$ cat config.mk
export PLATFORM = sky130hd
export DESIGN_NAME = i2c_slave_shift_phy_flat
export DESIGN_NICKNAME = d
export VERILOG_FILES = /design/src/rtl/i2c_slave_shift_phy_if.sv /design/src/rtl/i2c_slave_shift_phy.sv /design/src/flat_wrapper.sv
export SDC_FILE = /design/constraint.sdc
export NUM_CORES = 1
export LEC_CHECK = 0
export CAP_MARGIN = 20
export CORE_AREA = 4 4 75 77
export DETAILED_ROUTE_END_ITERATION = 7
export DIE_AREA = 0 0 79 81
export GPL_ROUTABILITY_DRIVEN = 0
export PLACE_DENSITY = 0.82
export SYNTH_ARGS = -nofsm -noshare
export SYNTH_HDL_FRONTEND = slang
export SYNTH_SLANG_ARGS = --single-unit
$ cat constraint.sdc
create_clock -name clk_i -period 7 [get_ports clk_i]
set_input_delay 1.05 -clock clk_i [delete_from_list [all_inputs] [get_ports clk_i]]
set_output_delay 1.05 -clock clk_i [all_outputs]
set_load 0.01 [all_outputs]
$ cat src/rtl/i2c_slave_shift_phy_if.sv
// Command/result port bundle between the I2C slave protocol FSM and the shift PHY.
// The PHY takes the slave modport; the protocol FSM (or a bench) takes the master modport.
interface i2c_slave_shift_phy_if #(
  parameter int MAX_BITS = 9,
  parameter int BC_W     = $clog2(MAX_BITS + 1)
);
  logic                cmd_valid_i;
  logic                cmd_ready_o;
  logic [1:0]          cmd_i;
  logic [BC_W-1:0]     bit_cnt_i;
  logic [MAX_BITS-1:0] wdata_i;
  logic [MAX_BITS-1:0] rdata_o;
  logic                done_o;
  logic                abort_o;

  modport slave (
    input  cmd_valid_i, cmd_i, bit_cnt_i, wdata_i,
    output cmd_ready_o, rdata_o, done_o, abort_o
  );

  modport master (
    output cmd_valid_i, cmd_i, bit_cnt_i, wdata_i,
    input  cmd_ready_o, rdata_o, done_o, abort_o
  );
endinterface

$ cat src/rtl/i2c_slave_shift_phy.sv
// I2C slave PHY: filtered SDA/SCL, START/STOP detection, multi-bit READ/WRITE shift per command.
// Optional SCL stretching after each completed command when I2C_SLAVE_CLK_STRETCH_EN is defined.
module i2c_slave_shift_phy #(
  parameter int CLK_T         = 10000,
  parameter int SPIKE_FILT_PS = 50000,
  parameter int DATA_HOLD_PS  = 300000,
  parameter int MAX_BITS      = 9
) (
  input  logic                        clk_i,
  input  logic                        rst_i,
  input  logic                        sda_i,
  output logic                        sda_o,
  output logic                        sda_oe,
  input  logic                        scl_i,
  output logic                        scl_o,
  output logic                        scl_oe,
  i2c_slave_shift_phy_if.slave        cmd,
  output logic                        start_o,
  output logic                        stop_o,
  output logic                        bus_busy_o
);

  localparam int FILT_RAW   = SPIKE_FILT_PS / CLK_T;
  localparam int FILT_L     = (FILT_RAW < 2) ? 2 : FILT_RAW;
  localparam int HOLD_TICKS = DATA_HOLD_PS / CLK_T + 1;
  localparam int HC_W       = $clog2(HOLD_TICKS + 1);
  localparam int BC_W       = $clog2(MAX_BITS + 1);

  localparam logic [1:0] CMD_READ  = 2'd1;
  localparam logic [1:0] CMD_WRITE = 2'd2;

  typedef enum logic [1:0] {IDLE, WAIT_POS, WAIT_NEG, HOLD} state_t;

  // ---------------- input conditioning ----------------
  logic [1:0]        sync1, sync2;
  logic [FILT_L-1:0] scl_hist, sda_hist;
  logic              scl_f, sda_f, scl_f_d, sda_f_d;

  always_ff @(posedge clk_i or posedge rst_i) begin
    if (rst_i) begin
      sync1    <= 2'b11;
      sync2    <= 2'b11;
      scl_hist <= '1;
      sda_hist <= '1;
      scl_f    <= 1'b1;
      sda_f    <= 1'b1;
      scl_f_d  <= 1'b1;
      sda_f_d  <= 1'b1;
    end else begin
      sync1    <= {scl_i, sda_i};
      sync2    <= sync1;
      scl_hist <= {scl_hist[FILT_L-2:0], sync2[1]};
      sda_hist <= {sda_hist[FILT_L-2:0], sync2[0]};
      if (&scl_hist)       scl_f <= 1'b1;
      else if (~|scl_hist) scl_f <= 1'b0;
      if (&sda_hist)       sda_f <= 1'b1;
      else if (~|sda_hist) sda_f <= 1'b0;
      scl_f_d  <= scl_f;
      sda_f_d  <= sda_f;
    end
  end

  logic scl_rise, scl_fall, sda_rise, sda_fall;
  assign scl_rise = scl_f & ~scl_f_d;
  assign scl_fall = ~scl_f & scl_f_d;
  assign sda_rise = sda_f & ~sda_f_d;
  assign sda_fall = ~sda_f & sda_f_d;

  assign start_o = sda_fall & scl_f;
  assign stop_o  = sda_rise & scl_f;

  always_ff @(posedge clk_i or posedge rst_i) begin
    if (rst_i)        bus_busy_o <= 1'b0;
    else if (start_o) bus_busy_o <= 1'b1;
    else if (stop_o)  bus_busy_o <= 1'b0;
  end

  // ---------------- command shift FSM ----------------
  state_t              state_q, state_n;
  logic [BC_W-1:0]     idx_q, idx_n;
  logic                rd_q, rd_n;
  logic [MAX_BITS-1:0] wdata_q, wdata_n;
  logic [MAX_BITS-1:0] sh_q, sh_n;
  logic [MAX_BITS-1:0] rdata_q, rdata_n;
  logic [HC_W-1:0]     hold_q, hold_n;
  logic                done_q, done_n;
  logic                abort_q, abort_n;

  logic                accept, abort_now;
  logic [BC_W-1:0]     n_eff, first_idx;

  always_comb begin
    if (cmd.bit_cnt_i == '0)                     n_eff = BC_W'(1);
    else if (cmd.bit_cnt_i > BC_W'(MAX_BITS))    n_eff = BC_W'(MAX_BITS);
    else                                         n_eff = cmd.bit_cnt_i;
  end
  assign first_idx = n_eff - BC_W'(1);

  assign accept = cmd.cmd_valid_i && (state_q == IDLE) &&
                  ((cmd.cmd_i == CMD_READ) || (cmd.cmd_i == CMD_WRITE));

  // Any SDA movement while a READ waits for SCL low means the master broke the bit.
  assign abort_now = (state_q != IDLE) &&
                     (start_o || stop_o ||
                      ((state_q == WAIT_NEG) && rd_q && (sda_rise || sda_fall)));

  always_ff @(posedge clk_i or posedge rst_i) begin
    if (rst_i) begin
      state_q <= IDLE;
      idx_q   <= '0;
      rd_q    <= 1'b0;
      wdata_q <= '0;
      sh_q    <= '0;
      rdata_q <= '0;
      hold_q  <= '0;
      done_q  <= 1'b0;
      abort_q <= 1'b0;
    end else begin
      state_q <= state_n;
      idx_q   <= idx_n;
      rd_q    <= rd_n;
      wdata_q <= wdata_n;
      sh_q    <= sh_n;
      rdata_q <= rdata_n;
      hold_q  <= hold_n;
      done_q  <= done_n;
      abort_q <= abort_n;
    end
  end

  always_comb begin
    state_n = state_q;
    idx_n   = idx_q;
    rd_n    = rd_q;
    wdata_n = wdata_q;
    sh_n    = sh_q;
    rdata_n = rdata_q;
    hold_n  = hold_q;
    done_n  = 1'b0;
    abort_n = 1'b0;

    unique case (state_q)
      IDLE: begin
        if (accept) begin
          state_n = WAIT_POS;
          idx_n   = first_idx;
          rd_n    = (cmd.cmd_i == CMD_READ);
          wdata_n = cmd.wdata_i;
          sh_n    = '0;
        end
      end
      WAIT_POS: begin
        if (scl_rise) begin
          state_n = WAIT_NEG;
          if (rd_q) sh_n = {sh_q[MAX_BITS-2:0], sda_f};
        end
      end
      WAIT_NEG: begin
        if (scl_fall) begin
          if (!rd_q) begin
            state_n = HOLD;
            hold_n  = '0;
          end else if (idx_q == '0) begin
            state_n = IDLE;
            done_n  = 1'b1;
            rdata_n = sh_q;
          end else begin
            state_n = WAIT_POS;
            idx_n   = idx_q - BC_W'(1);
          end
        end
      end
      HOLD: begin
        if (hold_q == HC_W'(HOLD_TICKS - 1)) begin
          if (idx_q == '0) begin
            state_n = IDLE;
            done_n  = 1'b1;
          end else begin
            state_n = WAIT_POS;
            idx_n   = idx_q - BC_W'(1);
          end
        end else begin
          hold_n = hold_q + HC_W'(1);
        end
      end
      default: state_n = IDLE;
    endcase

    if (abort_now) begin
      state_n = IDLE;
      done_n  = 1'b0;
      abort_n = 1'b1;
      rdata_n = rdata_q;
    end
  end

  assign cmd.cmd_ready_o = (state_q == IDLE);
  assign cmd.rdata_o     = rdata_q;
  assign cmd.done_o      = done_q;
  assign cmd.abort_o     = abort_q;

  // The first bit is put on the wire in the accept cycle to give it a full SCL low phase.
  assign sda_oe = ((state_q != IDLE) && !rd_q && !wdata_q[idx_q]) ||
                  (accept && (cmd.cmd_i == CMD_WRITE) && !cmd.wdata_i[first_idx]);
  assign sda_o  = 1'b0;
  assign scl_o  = 1'b0;

`ifdef I2C_SLAVE_CLK_STRETCH_EN
  logic            stretch_arm;
  logic [HC_W-1:0] setup_q;
  logic            stretch_idle;

  assign stretch_idle = stretch_arm && (state_q == IDLE) && !scl_f;

  always_ff @(posedge clk_i or posedge rst_i) begin
    if (rst_i) begin
      stretch_arm <= 1'b0;
      setup_q     <= '0;
    end else begin
      if (start_o || stop_o || accept) stretch_arm <= 1'b0;
      else if (done_q)                 stretch_arm <= 1'b1;

      if (abort_now)                    setup_q <= '0;
      else if (accept && stretch_idle)  setup_q <= HC_W'(HOLD_TICKS);
      else if (setup_q != '0)           setup_q <= setup_q - HC_W'(1);
    end
  end

  assign scl_oe = stretch_idle || (setup_q != '0);
`else
  assign scl_oe = 1'b0;
`endif

endmodule

$ cat src/flat_wrapper.sv
// flat-port wrapper written by rule: the top's interface ports become plain ports
module i2c_slave_shift_phy_flat 
#(
  parameter int CLK_T         = 10000,
  parameter int SPIKE_FILT_PS = 50000,
  parameter int DATA_HOLD_PS  = 300000,
  parameter int MAX_BITS      = 9
)
  (clk_i, rst_i, sda_i, sda_o, sda_oe, scl_i, scl_o, scl_oe, start_o, stop_o, bus_busy_o, cmd_cmd_valid_i, cmd_cmd_i, cmd_bit_cnt_i, cmd_wdata_i, cmd_cmd_ready_o, cmd_rdata_o, cmd_done_o, cmd_abort_o);
  i2c_slave_shift_phy_if #(.MAX_BITS(MAX_BITS)) cmd_i ();
  input  logic clk_i;
  input  logic rst_i;
  input  logic sda_i;
  output logic sda_o;
  output logic sda_oe;
  input  logic scl_i;
  output logic scl_o;
  output logic scl_oe;
  output logic start_o;
  output logic stop_o;
  output logic bus_busy_o;
  input wire logic [$bits(cmd_i.cmd_valid_i)-1:0] cmd_cmd_valid_i;
  input wire logic [$bits(cmd_i.cmd_i)-1:0] cmd_cmd_i;
  input wire logic [$bits(cmd_i.bit_cnt_i)-1:0] cmd_bit_cnt_i;
  input wire logic [$bits(cmd_i.wdata_i)-1:0] cmd_wdata_i;
  output wire logic [$bits(cmd_i.cmd_ready_o)-1:0] cmd_cmd_ready_o;
  output wire logic [$bits(cmd_i.rdata_o)-1:0] cmd_rdata_o;
  output wire logic [$bits(cmd_i.done_o)-1:0] cmd_done_o;
  output wire logic [$bits(cmd_i.abort_o)-1:0] cmd_abort_o;
  assign cmd_i.cmd_valid_i = cmd_cmd_valid_i;
  assign cmd_i.cmd_i = cmd_cmd_i;
  assign cmd_i.bit_cnt_i = cmd_bit_cnt_i;
  assign cmd_i.wdata_i = cmd_wdata_i;
  assign cmd_cmd_ready_o = cmd_i.cmd_ready_o;
  assign cmd_rdata_o = cmd_i.rdata_o;
  assign cmd_done_o = cmd_i.done_o;
  assign cmd_abort_o = cmd_i.abort_o;
  i2c_slave_shift_phy #(.CLK_T(CLK_T), .SPIKE_FILT_PS(SPIKE_FILT_PS), .DATA_HOLD_PS(DATA_HOLD_PS), .MAX_BITS(MAX_BITS)) u_core (.clk_i(clk_i), .rst_i(rst_i), .sda_i(sda_i), .sda_o(sda_o), .sda_oe(sda_oe), .scl_i(scl_i), .scl_o(scl_o), .scl_oe(scl_oe), .cmd(cmd_i), .start_o(start_o), .stop_o(stop_o), .bus_busy_o(bus_busy_o));
endmodule
==> results of run 1 <==
-- flip-flops by register name, indices dropped and copies added, names as in the netlist --
signal and count:
u_core.rd_q 1, u_core.sync2 2, u_core.sda_f 1, u_core.bus_busy_o 1, u_core.cmd.abort_o 1, u_core.cmd.rdata_o 9, u_core.sh_q 9, u_core.idx_q 4
u_core.scl_hist 5, u_core.scl_f 1, u_core.sda_hist 5, u_core.sync1 2, u_core.hold_q 5, u_core.sda_f_d 1, u_core.scl_f_d 1, u_core.wdata_q 9
u_core.state_q 2, u_core.cmd.done_o 1
-- report_power, final --
group	switching, mW	internal, mW	leakage (nW)
logic	0.0983	0.0896	0.667
clock network	0.138	0.199	0.109
registers	0.0613	0.389	0.749
total	0.297	0.678	1.53
-- worst reg2reg max path, stage by stage (launching register included) --
cell and delay (ns):
dfrtp_1 0.83, nor3_2 0.09, buf_4 0.22, o21ai_1 0.46
o32ai_1 0.18, a211o_1 0.24
-- stage by stage --
step                power, mW  util (%)  hold WS [ns]  std cells
detailed placement      0.645      64.0         0.347        346
CTS                     0.986      68.3         0.357        362
global route             1.03      68.3         0.360        362
finish                  0.975      68.3         0.356        362
global placement        0.636      64.0         0.346        346
floorplan               0.591         -         0.345        250
-- cell families (layout without fill, tap and decap cells) --
logic type      after synthesis  after routing  synth area share (%)
simple gates                 74             74                  13.0
flops                        60             60                  54.0
compound gates               53             53                  11.9
buf+inv                      27             69                  4.83
mux                          24             24                  12.3
fa+ha+maj                     8              8                  3.54
other cells                   1              3                 0.133
xor+xnor                      1              1                 0.310
-- metal layers --
layer	up-vias	track usage (%)	routed length (um)
li1	954	-	-
met5	-	0	0
met3	6	5.65	289
met2	53	25.8	2260
met4	0	5.84	55
met1	941	21.2	2290
-- synthesized netlist by cell type (3+ instances only) --
library cell / n
a21oi_1: 9
buf_4: 3
buf_6: 3
clkbuf_1: 4
dfrtp_1: 42
dfstp_2: 18
ha_1: 8
inv_1: 16
mux2_2: 10
mux2_4: 9
mux4_2: 4
nand2_1: 35
nand2b_1: 3
nand3_1: 7
nor2_1: 7
nor2b_1: 3
nor3_1: 4
o21ai_0: 22
-- path summary, 6_finish.rpt --
check | from | to | slack, ns | cells after the start
max | cmd_bit_cnt_i[1] | sda_oe | 2.03 | 10
min | u_core.sync2[0] | u_core.sda_hist[0] | 0.36 | 0
max reg2reg | u_core.state_q[1] | u_core.idx_q[2] | 4.86 | 5
min reg2reg | u_core.sync2[0] | u_core.sda_hist[0] | 0.36 | 0
max in group asynchronous | rst_i | u_core.cmd.rdata_o[6] | 5.30 | 3
min in group asynchronous | rst_i | u_core.cmd.rdata_o[0] | 1.23 | 3
-- area by class of cell --
| cell class | instances | area (um2) |
|---|---|---|
| fill | 424 | 1590 |
| sequential | 60 | 1520 |
| tap | 70 | 87.6 |
| clock buffer | 9 | 124 |
| timing repair buffer | 37 | 365 |
| inverter | 16 | 60.1 |
| clock inverter | 7 | 91.3 |
| multi-input combinational | 163 | 1170 |
==> metrics, run 1 <==
outcome completed; first-pass GRT wire length 8.04 mm; Post-CTS Hold Buffers 0; Peak VDD IR 0.145 mV; drt wl/cell 13.5 um; Worst Tran Pin Value 0.748 ns; TritonCTS Buffers 9; synth unique cells 52; CTS tree done; Iteration-0 DRC Markers 79; ANT nets after route 0; setup_tns 0 ns; Syn-to-layout area delta 21.2%; Synth Instances 248; most common cell after layout, fill and taps aside dfrtp_1; fin crit share 71.1%; Post-Syn Area per Cell 11.4 um2; root buf cell clkbuf_8; clock period minus worst slack 4.97 ns; Seq cells post-synth 60; antenna violations before repair 0; Vias 1954; Final Max Tran Viols 0; Setup violations, final 0; Area after DPL 0.00321 mm2; drt pass-1 iters 7; Crit Path Category in -> out; Initial Util 56.4%; delay-heaviest family, CP buffers and inverters; Post-synth EDFFs 0; Ports 39; Synth Flop Type dfrtp_1; DR DRC count 0; final count of hold timing violations 0; Mapped Area 0.00282 mm2; chip height 81 um; Setup crit end kind output pin; largest net degree at the start of global routing 61; Syn. warnings 0; H-tree levels 3; total grt overflow 0; Fmax 201 MHz; DRT Wirelength 4.89 mm; post-synthesis async set-or-reset flop share 100%; Synth top area share 37.2%; Cell Pwr Density 285 mW/mm2; sequence of cells on the critical path clkdlybuf4s50_1 -> o21ai_0 -> or3b_1 -> inv_1 -> ha_1 -> inv_1 -> mux4_2 -> a31oi_1 -> o2bb2ai_1 -> clkdlybuf4s50_1; via/cell ratio 5.40; Layout Nets 315; Inserted Diodes 0; post-route cell area 0.00342 mm2; sequential share of the synthesized area 54.0%; Core ar. 0.00501 mm2; total die area 0.00640 mm2; num rows 26; tightest slew margin relative to the limit 50.1%; crit path DAT 3.92 ns; post-CTS setup buffer count 0; Startpoint Class input pin; DIE WIDTH 79 um; RSZ-0062 raised after global routing false; CP bufs+invs 4; Max Cap Viol 0; CP max stage delay 0.56 ns; Worst-path clk slew 0.06 ns; I/O Buffers 35; critical-path maximum fanout 4; largest area contributor in the netlist dfrtp_1; crit path max-delay cell type clkdlybuf4s50_1; final worst slack 2.03 ns; hold crit path type reg -> reg; number of global-route vias before repair 1815; dominant cells by area after synthesis dfrtp_1 37%, dfstp_2 17%, mux2_4 4.8%, nand2_1 4.7%, mux2_2 4.0%; share of layout cells above drive strength 1 22.9%; CTS max path bufs 2; clk sinks 60; hpwl dp 3.47 mm; Clock Skews 0.00994 ns; Critical Path RT 5.95 ns; pre-CTS setup slack 2.02 ns; Total Routing Usage GR 16.4%; post_cts resized 0; Pleak 1.53 nW; commonest cells after routing, fill and taps aside 42 x dfrtp_1, 35 x nand2_1, 35 x clkdlybuf4s50_1, 22 x o21ai_0, 18 x dfstp_2; Worst-Skew Late Latency 0.34 ns
Power figures use the tool's default switching activity.
==> run 2, diff against run 1 <==
Settings changed: CORE_AREA 4 4 75 77 to 4 4 81 83, DIE_AREA 0 0 79 81 to 0 0 85 87, PLACE_DENSITY 0.82 to 0.75.
Clock period 7 ns to 4.38 ns, I/O delays scaled along.
==> run 2 against run 1 <==
  * Flip-flop and latch count stayed put
  * Combinational power is 83% higher
  * Worst hold slack hardly changed
  * Final area is 2.3% higher
  * Highest routed layer unchanged
==> metrics, run 2 (same netlist as run 1, synthesis figures left out) <==
outcome completed; Crit Path Category in -> out; Vias 1975; sw power 0.461 mW; CP Launch Point cmd_bit_cnt_i[1]; total grt overflow 0; DRT Wirelength 5.11 mm; Core ar. 0.00585 mm2; CP bufs+invs 4; Critical Path RT 3.72 ns; antenna violations before repair 0; CTS max path bufs 2; chip height 87 um; Non-Filler Instances 369; Cell Pwr Density 470 mW/mm2; H-tree levels 3; Syn-to-layout area delta 24.0%; pre-CTS setup slack 0.198 ns; Worst-Skew Late Latency 0.33 ns; hold path start u_core.sync1[1]; Clk network pwr share 37.2%; Clock Skews 0.00389 ns; DR DRC count 0; Ports 39; final count of hold timing violations 0; CP max stage delay 0.56 ns; worst reg2reg startpoint u_core.idx_q[0]; Worst-path clk slew 0.06 ns; number of global-route vias before repair 1916; crit path max-delay cell type clkdlybuf4s50_1; Pint 1.18 mW; Sw Ratio 28.0%; drt pass-1 iters 4; Setup violations, final 0; most common cell after layout, fill and taps aside dfrtp_1; ANT nets after route 0; root buf cell clkbuf_8; sequence of cells on the critical path clkdlybuf4s50_1 -> o21ai_0 -> or3b_4 -> inv_1 -> ha_1 -> inv_1 -> mux4_2 -> a31oi_1 -> o2bb2ai_1 -> clkdlybuf4s50_1; hpwl dp 3.56 mm; CTS tree done; Final Max Tran Viols 0; tightest slew margin relative to the limit 57.7%; DIE WIDTH 85 um; Fmax 239 MHz; largest net degree at the start of global routing 54; placed instance count 352; Total Routing Usage GR 15.1%; Post-CTS Hold Buffers 0; post-CTS setup buffer count 0; final worst slack 0.192 ns; clk sinks 60; sequential share of power 41.9%; hold crit path type reg -> reg; total die area 0.00740 mm2; commonest cells after routing, fill and taps aside 42 x dfrtp_1, 35 x nand2_1, 35 x clkdlybuf4s50_1, 22 x o21ai_0, 18 x dfstp_2; TritonCTS Buffers 9; num rows 28; Iteration-0 DRC Markers 132; I/O Buffers 35; Layout Nets 317; Pleak 1.56 nW; Inserted Diodes 0; delay-heaviest family, CP buffers and inverters; first-pass GRT wire length 8.80 mm; clock period minus worst slack 4.19 ns; fin crit share 95.6%; critical-path maximum fanout 4; Setup crit end kind output pin; drt wl/cell 13.8 um; final design utilization 59.9%; crit path DAT 3.53 ns; via/cell ratio 5.35; Logic pwr share 20.9%; Worst Tran Pin Value 0.633 ns; Startpoint Class input pin; Initial Util 48.3%; Layout fillers 491; post_cts resized 0; Max Cap Viol 0; share of layout cells above drive strength 1 23.5%; Peak VDD IR 0.287 mV
==> run 2: power groups by stage <==
stage          logic [mW]  clock network, mW  registers (mW)
5_1_grt             0.395              0.658           0.699
4_1_cts             0.345              0.630           0.689
3_5_place_dp        0.341                  0           0.697
6_report            0.344              0.612           0.688
2_1_floorplan       0.263                  0           0.681
3_3_place_gp        0.331                  0           0.694
==> run 2: layout make-up <==
| class | count | area, um2 | share of cell area, % |
|---|---|---|---|
| tap | 75 | 93.8 | 2.68 |
| clock inverter | 4 | 95.1 | 2.72 |
| clock buffer | 12 | 155 | 4.43 |
| multi-input combinational | 163 | 1170 | 33.5 |
| timing repair buffer | 39 | 400 | 11.4 |
| inverter | 16 | 60.1 | 1.71 |
| sequential | 60 | 1520 | 43.5 |
==> run 2: routing by layer <==
layer | vias up | share of wire (%) | track usage [%]
met5 | - | 0 | 0
met4 | 0 | 0.90 | 3.88
met3 | 5 | 6.6 | 6.24
met2 | 64 | 49 | 24.9
met1 | 952 | 44 | 18.4
li1 | 954 | - | -
==> run 2: final timing paths <==
check                                         to  slack (ns)  depth (start not counted)
min                              u_core.sync2[1]        0.36                          0
min reg2reg                      u_core.sync2[1]        0.36                          0
max in group asynchronous     u_core.sda_hist[4]        2.85                          4
max reg2reg                u_core.cmd.rdata_o[3]        2.35                          5
max                                       sda_oe        0.19                         10
min in group asynchronous      u_core.wdata_q[6]        0.73                          2
==> run 2: metrics by stage <==
stage	cell area (um2)	setup TNS [ns]	hold slack, ns	total power, mW
after floorplan	2830	0	0.345	0.945
after global placement	3220	0	0.347	1.02
after detailed placement	3220	0	0.347	1.04
after CTS	3470	0	0.356	1.66
after global routing	3500	-0.0310	0.357	1.75
final	3500	0	0.356	1.64
==> run 3, diff against run 2 <==
Settings changed: CELL_PAD_IN_SITES_DETAIL_PLACEMENT set to 1, CELL_PAD_IN_SITES_GLOBAL_PLACEMENT set to 1, CORE_AREA 4 4 81 83 to 4 4 91 93, DIE_AREA 0 0 85 87 to 0 0 95 97, PLACE_DENSITY 0.75 to not set, PLACE_DENSITY_LB_ADDON set to 0.1.
==> run 3 against run 2 <==
  * Die area increased by 25%
  * Critical path type unchanged
  * Clock power fell by 20%
  * Critical path depth unchanged
  * Highest routed layer unchanged
  * Count of clock-buffer cells in the layout unchanged
  * Total power is 7.0% lower
  * Worst setup slack gained 0.034 ns
==> metrics, run 3 (same netlist as run 1, synthesis figures left out) <==
Cell Pwr Density 442 mW/mm2; final count of hold timing violations 0; total die area 0.00922 mm2; clock period minus worst slack 4.15 ns; ANT nets after route 0; sequence of cells on the critical path clkdlybuf4s50_1 -> o21ai_0 -> or3b_4 -> inv_1 -> ha_1 -> inv_2 -> mux4_2 -> a31oi_1 -> o2bb2ai_1 -> clkdlybuf4s50_1; DR DRC count 0; crit path max-delay cell type clkdlybuf4s50_1; Min Hold Slack 0.352 ns; Worst Tran Pin Value 0.907 ns; Iteration-0 DRC Markers 35; placed instance count 380; Layout fillers 844; r2r worst-path depth 5; Worst-path clk slew 0.07 ns; CTS max path bufs 2; H-tree levels 3; Setup violations, final 0; antenna violations before repair 0; DIE WIDTH 95 um; Setup crit end kind output pin; setup_tns 0 ns; Core ar. 0.00753 mm2; worst reg2reg startpoint u_core.state_q[0]; share of layout cells above drive strength 1 23.5%; hold path depth 0; DRT Wirelength 6.12 mm; drt pass-1 iters 4; post-route cell area 0.00346 mm2; Startpoint Class input pin; Total Routing Usage GR 15.0%; drt wl/cell 15.4 um; Fmax 241 MHz; Pleak 1.52 nW; Crit Path Category in -> out; CP max stage delay 0.55 ns; most common cell after layout, fill and taps aside dfrtp_1; tightest slew margin relative to the limit 39.5%; largest net degree at the start of global routing 44; Worst-Skew Late Latency 0.34 ns; Non-Filler Instances 396; Max Cap Viol 0; crit path DAT 3.50 ns; most used cell, CP clkdlybuf4s50_1; Final Max Tran Viols 0; Syn-to-layout area delta 22.6%; hpwl dp 4.41 mm; clk sinks 60; I/O Buffers 35; Inserted Diodes 0; outcome completed; first-pass GRT wire length 10.7 mm; TritonCTS Buffers 9; total grt overflow 0; commonest cells after routing, fill and taps aside 42 x dfrtp_1, 35 x nand2_1, 35 x clkdlybuf4s50_1, 22 x o21ai_0, 18 x dfstp_2; Clock Skews 0.0124 ns; critical-path maximum fanout 4; pre-CTS setup slack 0.129 ns; hold path start u_core.sync1[0]; Initial Util 37.5%; Peak VDD IR 0.196 mV; Area after DPL 0.00326 mm2; fin crit share 94.8%; final worst slack 0.226 ns; num rows 32; reg2reg end u_core.idx_q[2]; Layout Nets 317; Critical Path RT 3.72 ns; Vias 2009; root buf cell clkbuf_8; via/cell ratio 5.07; FF-to-FF setup slack 2.29 ns; post-CTS setup buffer count 0; number of global-route vias before repair 2224; Ports 39; WHS Endpoint u_core.sync2[0]; chip height 97 um; CTS tree done; hold crit path type reg -> reg; RSZ-0062 raised after global routing false
run 3: critical path, delay by kind of cell:
kind / cells / cell delay, ns
and+or+nand+nor: 1 / 0.42
adders and majority gates: 1 / 0.26
buffers and inverters: 4 / 1.19
muxes: 1 / 0.49
AOI/OAI and AO/OA: 3 / 0.47
run 3: report_power, final:
group	leakage (nW)	switching [mW]	internal [mW]
logic	0.675	0.200	0.150
registers	0.749	0.0682	0.623
clock network	0.0926	0.210	0.278
total	1.52	0.478	1.05
run 3: worst max-delay path by stage:
stage / startpoint / slack, ns / cells past startpoint / end
after detailed placement: cmd_bit_cnt_i[1] / 0.13 / 10 / sda_oe
after global placement: cmd_bit_cnt_i[1] / 0.23 / 10 / sda_oe
after floorplan: cmd_bit_cnt_i[1] / 1.30 / 8 / sda_oe
after global routing: cmd_bit_cnt_i[1] / 0.02 / 10 / sda_oe
final: cmd_bit_cnt_i[1] / 0.23 / 10 / sda_oe
after CTS: cmd_bit_cnt_i[1] / 0.11 / 10 / sda_oe
run 3: final cells by class:
type,count,area (um2),share of cell area (%)
multi-input combinational,163,1170,33.9
tap,102,128,3.69
clock inverter,4,50.0,1.45
clock buffer,12,145,4.19
timing repair buffer,39,380,11.0
inverter,16,60.1,1.74
sequential,60,1520,44.0
run 3: stage by stage:
stage | utilization [%] | total power, mW
2_1_floorplan | - | 0.945
3_3_place_gp | 43.4 | 1.04
3_5_place_dp | 43.4 | 1.06
4_1_cts | 45.9 | 1.56
5_1_grt | 46.0 | 1.64
6_report | 46.0 | 1.53
run 3: layer usage:
metal | vias up | GRT usage [%] | wire length (um)
met1 | 1012 | 18.7 | 2680
met5 | - | 0 | 0
met4 | 0 | 4.66 | 123
met3 | 12 | 5.75 | 263
met2 | 34 | 24.0 | 3050
li1 | 951 | - | -
run 3: timing repair:
action	in CTS	in global routing
hold buffers	0	0
setup endpoints to repair	0	1
gates resized for setup	0	2
